### src/rtl/neuron_accumulator.sv
// Neuron weighted-sum accumulator: z = bias + sum(x_i * w_i).
// Two-stage FP pipeline (multiply, accumulate) under a 4-state FSM.
module neuron_accumulator #(
   parameter int N_IN = 2
) (
   input  logic        clk,
   input  logic        rst_n,
   input  logic        in_valid,
   output logic        in_ready,
   input  logic [31:0] in_x,
   input  logic [31:0] in_w,
   input  logic [31:0] bias,
   output logic        out_valid,
   input  logic        out_ready,
   output logic [31:0] out_z,
   output logic        busy
);

   typedef enum logic [1:0] {IDLE, ACCUM, DRAIN, HOLD} state_t;

   localparam logic [4:0] LAST = 5'(N_IN);

   state_t      state;
   logic [4:0]  cnt;
   logic [4:0]  cnt_inc;
   logic [31:0] acc;
   logic [31:0] prod_reg;
   logic        prod_v;
   logic        take;
   logic [31:0] sum;

   // Single-precision multiply, round-to-nearest-even.
   // Zero or subnormal operands flush the product to +0.
   function automatic logic [31:0] fp_mul(
      input logic [31:0] a,
      input logic [31:0] b
   );
      logic [47:0] p;
      logic [23:0] m;
      logic [24:0] mr;
      logic        g;
      logic        st;
      logic        sgn;
      int          ex;
      sgn = a[31] ^ b[31];
      if (a[30:23] == 8'd0 || b[30:23] == 8'd0)
         return 32'h0;
      p = {24'd0, 1'b1, a[22:0]} * {24'd0, 1'b1, b[22:0]};
      ex = int'(a[30:23]) + int'(b[30:23]) - 127;
      if (p[47]) begin
         m  = p[47:24];
         g  = p[23];
         st = |p[22:0];
         ex = ex + 1;
      end else begin
         m  = p[46:23];
         g  = p[22];
         st = |p[21:0];
      end
      mr = {1'b0, m} + {24'd0, g & (st | m[0])};
      if (mr[24]) begin
         mr = {1'b0, mr[24:1]};
         ex = ex + 1;
      end
      if (ex <= 0)
         return {sgn, 31'd0};
      if (ex >= 255)
         return {sgn, 8'hFF, 23'd0};
      return {sgn, ex[7:0], mr[22:0]};
   endfunction

   // Single-precision add, round-to-nearest-even.
   // Subnormals read as zero; exact cancellation gives +0.
   function automatic logic [31:0] fp_add(
      input logic [31:0] a,
      input logic [31:0] b
   );
      logic [31:0] x;
      logic [31:0] y;
      logic [26:0] mx;
      logic [26:0] my;
      logic [27:0] s;
      logic [24:0] mr;
      logic        rnd;
      int          ex;
      int          d;
      x = a;
      y = b;
      if (a[30:0] < b[30:0]) begin
         x = b;
         y = a;
      end
      mx = (x[30:23] == 8'd0) ? 27'd0 : {1'b1, x[22:0], 3'b000};
      my = (y[30:23] == 8'd0) ? 27'd0 : {1'b1, y[22:0], 3'b000};
      ex = int'(x[30:23]);
      d  = ex - int'(y[30:23]);
      for (int i = 0; i < 27; i++)
         if (i < d)
            my = {1'b0, my[26:1]} | {26'd0, my[0]};
      if (x[31] == y[31])
         s = {1'b0, mx} + {1'b0, my};
      else
         s = {1'b0, mx} - {1'b0, my};
      if (s == 28'd0)
         return 32'h0;
      if (s[27]) begin
         s  = {1'b0, s[27:2], s[1] | s[0]};
         ex = ex + 1;
      end else begin
         for (int i = 0; i < 26; i++)
            if (!s[26]) begin
               s  = s << 1;
               ex = ex - 1;
            end
      end
      rnd = s[2] & (s[1] | s[0] | s[3]);
      mr  = {1'b0, s[26:3]} + {24'd0, rnd};
      if (mr[24]) begin
         mr = {1'b0, mr[24:1]};
         ex = ex + 1;
      end
      if (ex <= 0)
         return {x[31], 31'd0};
      if (ex >= 255)
         return {x[31], 8'hFF, 23'd0};
      return {x[31], ex[7:0], mr[22:0]};
   endfunction

   assign in_ready = (state == IDLE) || (state == ACCUM);
   assign busy     = (state != IDLE);
   assign take     = in_valid && in_ready;
   assign cnt_inc  = cnt + 5'd1;
   assign sum      = fp_add(acc, prod_reg);

   // Product stage: one multiply per accepted beat.
   always_ff @(posedge clk) begin
      if (!rst_n) begin
         prod_reg <= 32'h0;
         prod_v   <= 1'b0;
      end else if (take) begin
         prod_reg <= fp_mul(in_x, in_w);
         prod_v   <= 1'b1;
      end else begin
         prod_v   <= 1'b0;
      end
   end

   // Sequencer, accumulator and registered result handshake.
   always_ff @(posedge clk) begin
      if (!rst_n) begin
         state     <= IDLE;
         cnt       <= 5'd0;
         acc       <= 32'h0;
         out_z     <= 32'h0;
         out_valid <= 1'b0;
      end else begin
         unique case (state)
            IDLE: begin
               if (take) begin
                  cnt   <= 5'd1;
                  acc   <= bias;
                  state <= (LAST == 5'd1) ? DRAIN : ACCUM;
               end
            end
            ACCUM: begin
               if (prod_v)
                  acc <= sum;
               if (take) begin
                  cnt <= cnt_inc;
                  if (cnt_inc == LAST)
                     state <= DRAIN;
               end
            end
            DRAIN: begin
               if (prod_v)
                  acc <= sum;
               out_z     <= sum;
               out_valid <= 1'b1;
               state     <= HOLD;
            end
            HOLD: begin
               if (out_ready) begin
                  out_valid <= 1'b0;
                  acc       <= 32'h0;
                  cnt       <= 5'd0;
                  state     <= IDLE;
               end
            end
         endcase
      end
   end

endmodule

### config.mk
export PLATFORM = sky130hd
export DESIGN_NAME = neuron_accumulator
export DESIGN_NICKNAME = d
export VERILOG_FILES = /design/src/rtl/neuron_accumulator.sv
export SDC_FILE = /design/constraint.sdc
export NUM_CORES = 2
export LEC_CHECK = 0
export ABC_CLOCK_PERIOD_IN_PS = 46700
export BUFFER_PORTS_ARGS = -buffer_cell sky130_fd_sc_hd__buf_4
export CAP_MARGIN = 20
export CORE_MARGIN = 4
export CORE_UTILIZATION = 60
export CTS_CLUSTER_DIAMETER = 200
export DETAILED_ROUTE_END_ITERATION = 6
export PLACE_DENSITY = 0.77
export SYNTH_ARGS = -nofsm -noshare
export SYNTH_HDL_FRONTEND = slang
export SYNTH_SLANG_ARGS = --single-unit
export TNS_END_PERCENT = 20
### constraint.sdc
create_clock -name clk -period 46.7 [get_ports clk]
set_input_delay 4.67 -clock clk [delete_from_list [all_inputs] [get_ports clk]]
set_output_delay 4.67 -clock clk [all_outputs]
set_load 0.02 [all_outputs]
After elaboration in Yosys (flattened, before gate mapping)
Index checks and enable logic that the tools add are counted.

Register bits after elaboration: 105. Input port bits: 100. Output and inout port bits: 35. Word-level logic and storage cells: 399.

Add/sub/neg operators: 38. $mul: 1. Magnitude comparators: 32. Equal/unequal tests: 10. Multiplexer cells: 258. Bitwise operators: 34. Reductions and logical operators: 19.

Operators by type and width (number): 2-to-1 mux 32 bit (105); 2-to-1 mux 27 bit (107); subtractor 32 x 2 -> 32 bit, second input constant (25); bitwise OR 26 x 1 -> 26 bit (27); less-than comparator 6 x 9 -> 1 bit, first input constant (11); 2-to-1 mux 24 bit (4); one-hot mux 32 bit (3 select lines) (1); less-than comparator 5 x 9 -> 1 bit, first input constant (8); adder 32 x 2 -> 32 bit, second input constant (2); greater-or-equal comparator 32 x 9 -> 1 bit, second input constant (2); <= comparator 32 x 1 -> 1 bit, second input constant (2); adder 24 x 1 -> 25 bit (2); multiplier 24 x 24 -> 48 bit (1); 2-to-1 mux 23 bit (2); less-than comparator 4 x 9 -> 1 bit, first input constant (4); zero test 8 bit (4); less-than comparator 31 bit (1); adder 27 x 27 -> 28 bit (1); zero test 28 bit (1); 2-to-1 mux 1 bit (28); 2-to-1 mux 28 bit (1); subtractor 27 x 27 -> 28 bit (1); OR reduction 23 bit (1); OR reduction 22 bit (1); 33 further kinds (50).

Depth between registers and ports, before layout
Word-level depth: 176. Depth in mapped cells: 162. Mapped depth without buffers: 144.

Worst setup path before layout
OpenSTA, ideal clock, no wires.

Path kind: register to register. Start point: register prod_reg[25]. End point: register acc[12]. Setup time: 75 ps. Arrival time: 31502 ps. Required time: 46625 ps. Setup slack: 15123 ps. Cell stages (with the launch flop): 153. Path buffers: 19. Clock period less this slack: 31577 ps. Cells stage by stage: dfxtp_1 clkbuf_1 inv_1 ha_1 nand4_1 nor4_2 o2111ai_1 o22a_1 buf_2 nand2_1 buf_2 clkbuf_1 buf_1 buf_1 a21oi_1 ha_1 nor3_1 o221ai_1 [... 117 more ...] clkbuf_1 or3_1 o31a_1 nor3_1 nand4_1 nor3_1 nand2_1 nor3_1 and4b_1 nor4bb_1 nand4_1 o31a_1 a221oi_4 nor3b_4 buf_6 buf_8 nand4_2 o22ai_1.

Word-level cells in the longest chain between the ends: 175. Elaborated cells on any way between the ends: 301. Those cells by class: add/sub: 32; order compare: 30; eq/ne: 1; mux: 204; bitwise: 31; reduce/logical: 3.

Ends and longest elaborated chain: start, declared (line 27) `logic [31:0] prod_reg;`; start signal, assigned (line 141) `prod_reg <= fp_mul(in_x, in_w);`; parallel branches: the longest is 172 deep, another holds less-than comparator 31 bit; 2-to-1 mux 32 bit (*) (line 106) `if (s[27]) begin`; 2-to-1 mux 32 bit (*) (line 166, 175); one-hot mux 32 bit (3 select lines) (*) (line 157) `unique case (state)`; end signal, assigned (line 161) `acc <= bias;`; end signal, assigned (line 167) `acc <= sum;`; end signal, assigned (line 176) `acc <= sum;`; end, declared (line 26) `logic [31:0] acc;`.

Every way passes the cells marked *. The select of a mux whose other input is x is not followed. A chain may end at the register's enable or synchronous reset.

Worst setup path in the final report
Start point: register prod_reg[23]. End point: register out_z[15].

Word-level cells in the longest chain between the ends: 173. Elaborated cells on any way between the ends: 299. Those cells by class: add/sub: 32; order compare: 30; eq/ne: 1; mux: 202; bitwise: 31; reduce/logical: 3.

Ends and longest elaborated chain: parallel branches: the longest is 172 deep, another holds less-than comparator 31 bit; 2-to-1 mux 32 bit (*) (line 106); end signal, assigned (line 177) `out_z <= sum;`; end, declared (line 15) `output logic [31:0] out_z,`.

Marks and branches as above.

==> impl_metrics.ini <==
[synth]
synthMuxAreaShare_pct = 2.41
yosysWarnings = 0
synth-edff-count = 0
synth_top_cell_by_area = fa_1
synth_cell_types = 155
ys_ff_latch = 105
synth-compound-area-share_pct = 24.8
syn_nets = 9216
synth_top_family_by_area = simple AND/OR/NAND/NOR gates
synth_simple_gate_area_share_pct = 29.2
synth-xor-area-share_pct = 10.9
synthCells = 8336
syn_area_um2 = 59800
ys_seq_area_share_pct = 3.52
avgSynthCellArea_um2 = 7.17
synthAdderAreaFrac_pct = 22.5
synthTopCellsByArea = fa_1, nand2_1, ha_1, xnor2_1, a21oi_1
async_flop_share_pct = 0
synth_top_area_share_pct = 16.2
synth_ff_type = dfxtp_1

[timing]
period_share_pct = 77.4
clock.fmax_ghz = 0.0277
maxSlewViolCount = 0
worstMarginPinSlew_ps = 1320
finalClockSkew_ps = 21.3
final-hold-violation-count = 0
grt_setup_unrepaired = false
setup_viol = 0
setup_tns_ps = 0
max_slew_margin_pct = 11.3
period_minus_slack_ps = 36130

[routing]
routed_via_density = 6.72
vias = 63600
wl_per_cell_um = 22.6
post-route-drc-count = 9
ant_nets = 0
route.final.wire_length_um = 213000
drtIter0Drc = 6109
drtPass1Iterations = 7

[place]
hpwlAfterDp_um = 169000
gp_congestion = 1.03
io_buffers = 134

[cells_and_area]
antenna_cells = 0
mostFrequentLayoutCells = nand2_1, inv_1, nor2_1
fillers = 9176
final_common_cell = nand2_1
drive_gt1_share_pct = 6.82
final_nets = 9045
area.growth.synth_to_final_pct = 3.39
post-route-util_pct = 62.7

[cts]
cts_sinks = 105
cts_max_level = 3
ctsResizeCount = 0
tritoncts.num_buffers = 9
cts_root_buffer = clkbuf_16
tritoncts = built
max-clock-path-buffers = 2
clkSlewWorstSetupHoldPaths_ps = 100
cts_setup_buffers = 0
hold_buffers = 0
clock_latency_ps = 410

[setup_path]
crit_fanout = 48
path_common_cell = ha_1
worstPathRequired_ps = 47020
reg2reg_setup_slack_ps = 10570
cp_slowest_stage_delay_ps = 880
startpoint_type = register
worst_path_max_delay_cell = a2111oi_1
critPathKind = register to register
worstSetupEndpointType = register
arrival_ps = 36450

[global_routing]
grt_pass1_wl_um = 334000
grt_usage_pct = 39.4
antenna_found_initial = 2
grt_pass1_vias = 61400
grt_overflow = 0
grt_max_degree = 86

[outcome]
violations = design-rule violations
status = finished, violations left

[job]
max_cap_viol_count = 0

[floorplanning]
die_y_um = 324
start_util_pct = 60.7
dieArea_um2 = 105000
fp.coreArea_um2 = 98600
die_w_um = 324
rows = 115
io_pins = 135

[min_path]
min_path_type = register to register
-- layout make-up --
class | count | area [um2] | area share, %
inverters | 634 | 2380 | 3.85
flip-flops and latches | 105 | 2100 | 3.40
multi-input cells | 7199 | 53800 | 87.0
clock buffers | 9 | 225 | 0.364
clock inverters | 7 | 91.3 | 0.148
repair buffers | 216 | 1620 | 2.62
well taps | 1287 | 1610 | 2.60
-- per-stage QoR --
stage / hold WS [ps] / instances / area [um2] / setup WS [ps]
after global routing: 476 / 9457 / 61800 / 8040
final: 459 / 9457 / 61800 / 10570
after global placement: 444 / 9437 / 61500 / 12430
after floorplan: 442 / 8336 / 59800 / 15120
after CTS: 458 / 9454 / 61800 / 11290
after detailed placement: 445 / 9438 / 61500 / 11560
-- cell families after synthesis --
| group | after synthesis |
|---|---|
| AO/OA/AOI/OAI | 2169 |
| XOR/XNOR | 646 |
| adder cells (fa/ha/maj) | 787 |
| buffers and inverters | 1032 |
| flip-flops | 105 |
| multiplexers | 137 |
| AND/OR/NAND/NOR | 3460 |
-- per-layer routing --
layer	part of all wire [%]	track usage, %
met3	8.7	8.00
met4	6.3	21.4
met2	46	65.0
met5	0.017	0
met1	39	48.6
-- worst paths after layout --
| path | cells after the start | from | end |
|---|---|---|---|
| setup / recovery | 141 | prod_reg[23] | out_z[15] |
| hold / removal | 2 | out_z[6] | out_z[6] |
| setup reg to reg | 141 | prod_reg[23] | out_z[15] |
| hold reg to reg | 2 | out_z[6] | out_z[6] |
-- critical path, delay by kind of cell, from the launching register on --
| family | cells | cell delay (ps) |
|---|---|---|
| XOR/XNOR | 5 | 1700 |
| flip-flops | 1 | 380 |
| AO/OA/AOI/OAI | 41 | 11300 |
| AND/OR/NAND/NOR | 48 | 9470 |
| buffers and inverters | 8 | 2280 |
| adder cells (fa/ha/maj) | 24 | 7180 |
| multiplexers | 15 | 3610 |
-- synthesized netlist by cell type, types with 35 or more instances --
cell type,count
nand2_1,1065
inv_1,629
nor2_1,627
a21oi_1,530
fa_1,484
xnor2_1,388
o21ai_0,384
clkbuf_1,318
and2_1,310
nand3_1,308
ha_1,296
nor3_1,252
xor2_1,173
and3_1,121
nand4_1,120
o211ai_1,116
nor4_1,110
dfxtp_1,105
a31oi_1,103
a211oi_1,102
or3_1,100
mux2i_1,90
a21o_1,80
o21ai_1,73
nand2b_1,71
o21bai_1,58
o31ai_1,58
o22ai_1,54
nor2b_1,52
o21a_1,51
mux2_2,44
buf_2,43
or2_2,43
a211o_1,38
or4_1,38
a221oi_1,35
o221ai_1,35
Power is left out: the tool's default activity adds up to more than one toggle a clock period on the data nets, which glitch-free logic cannot reach.
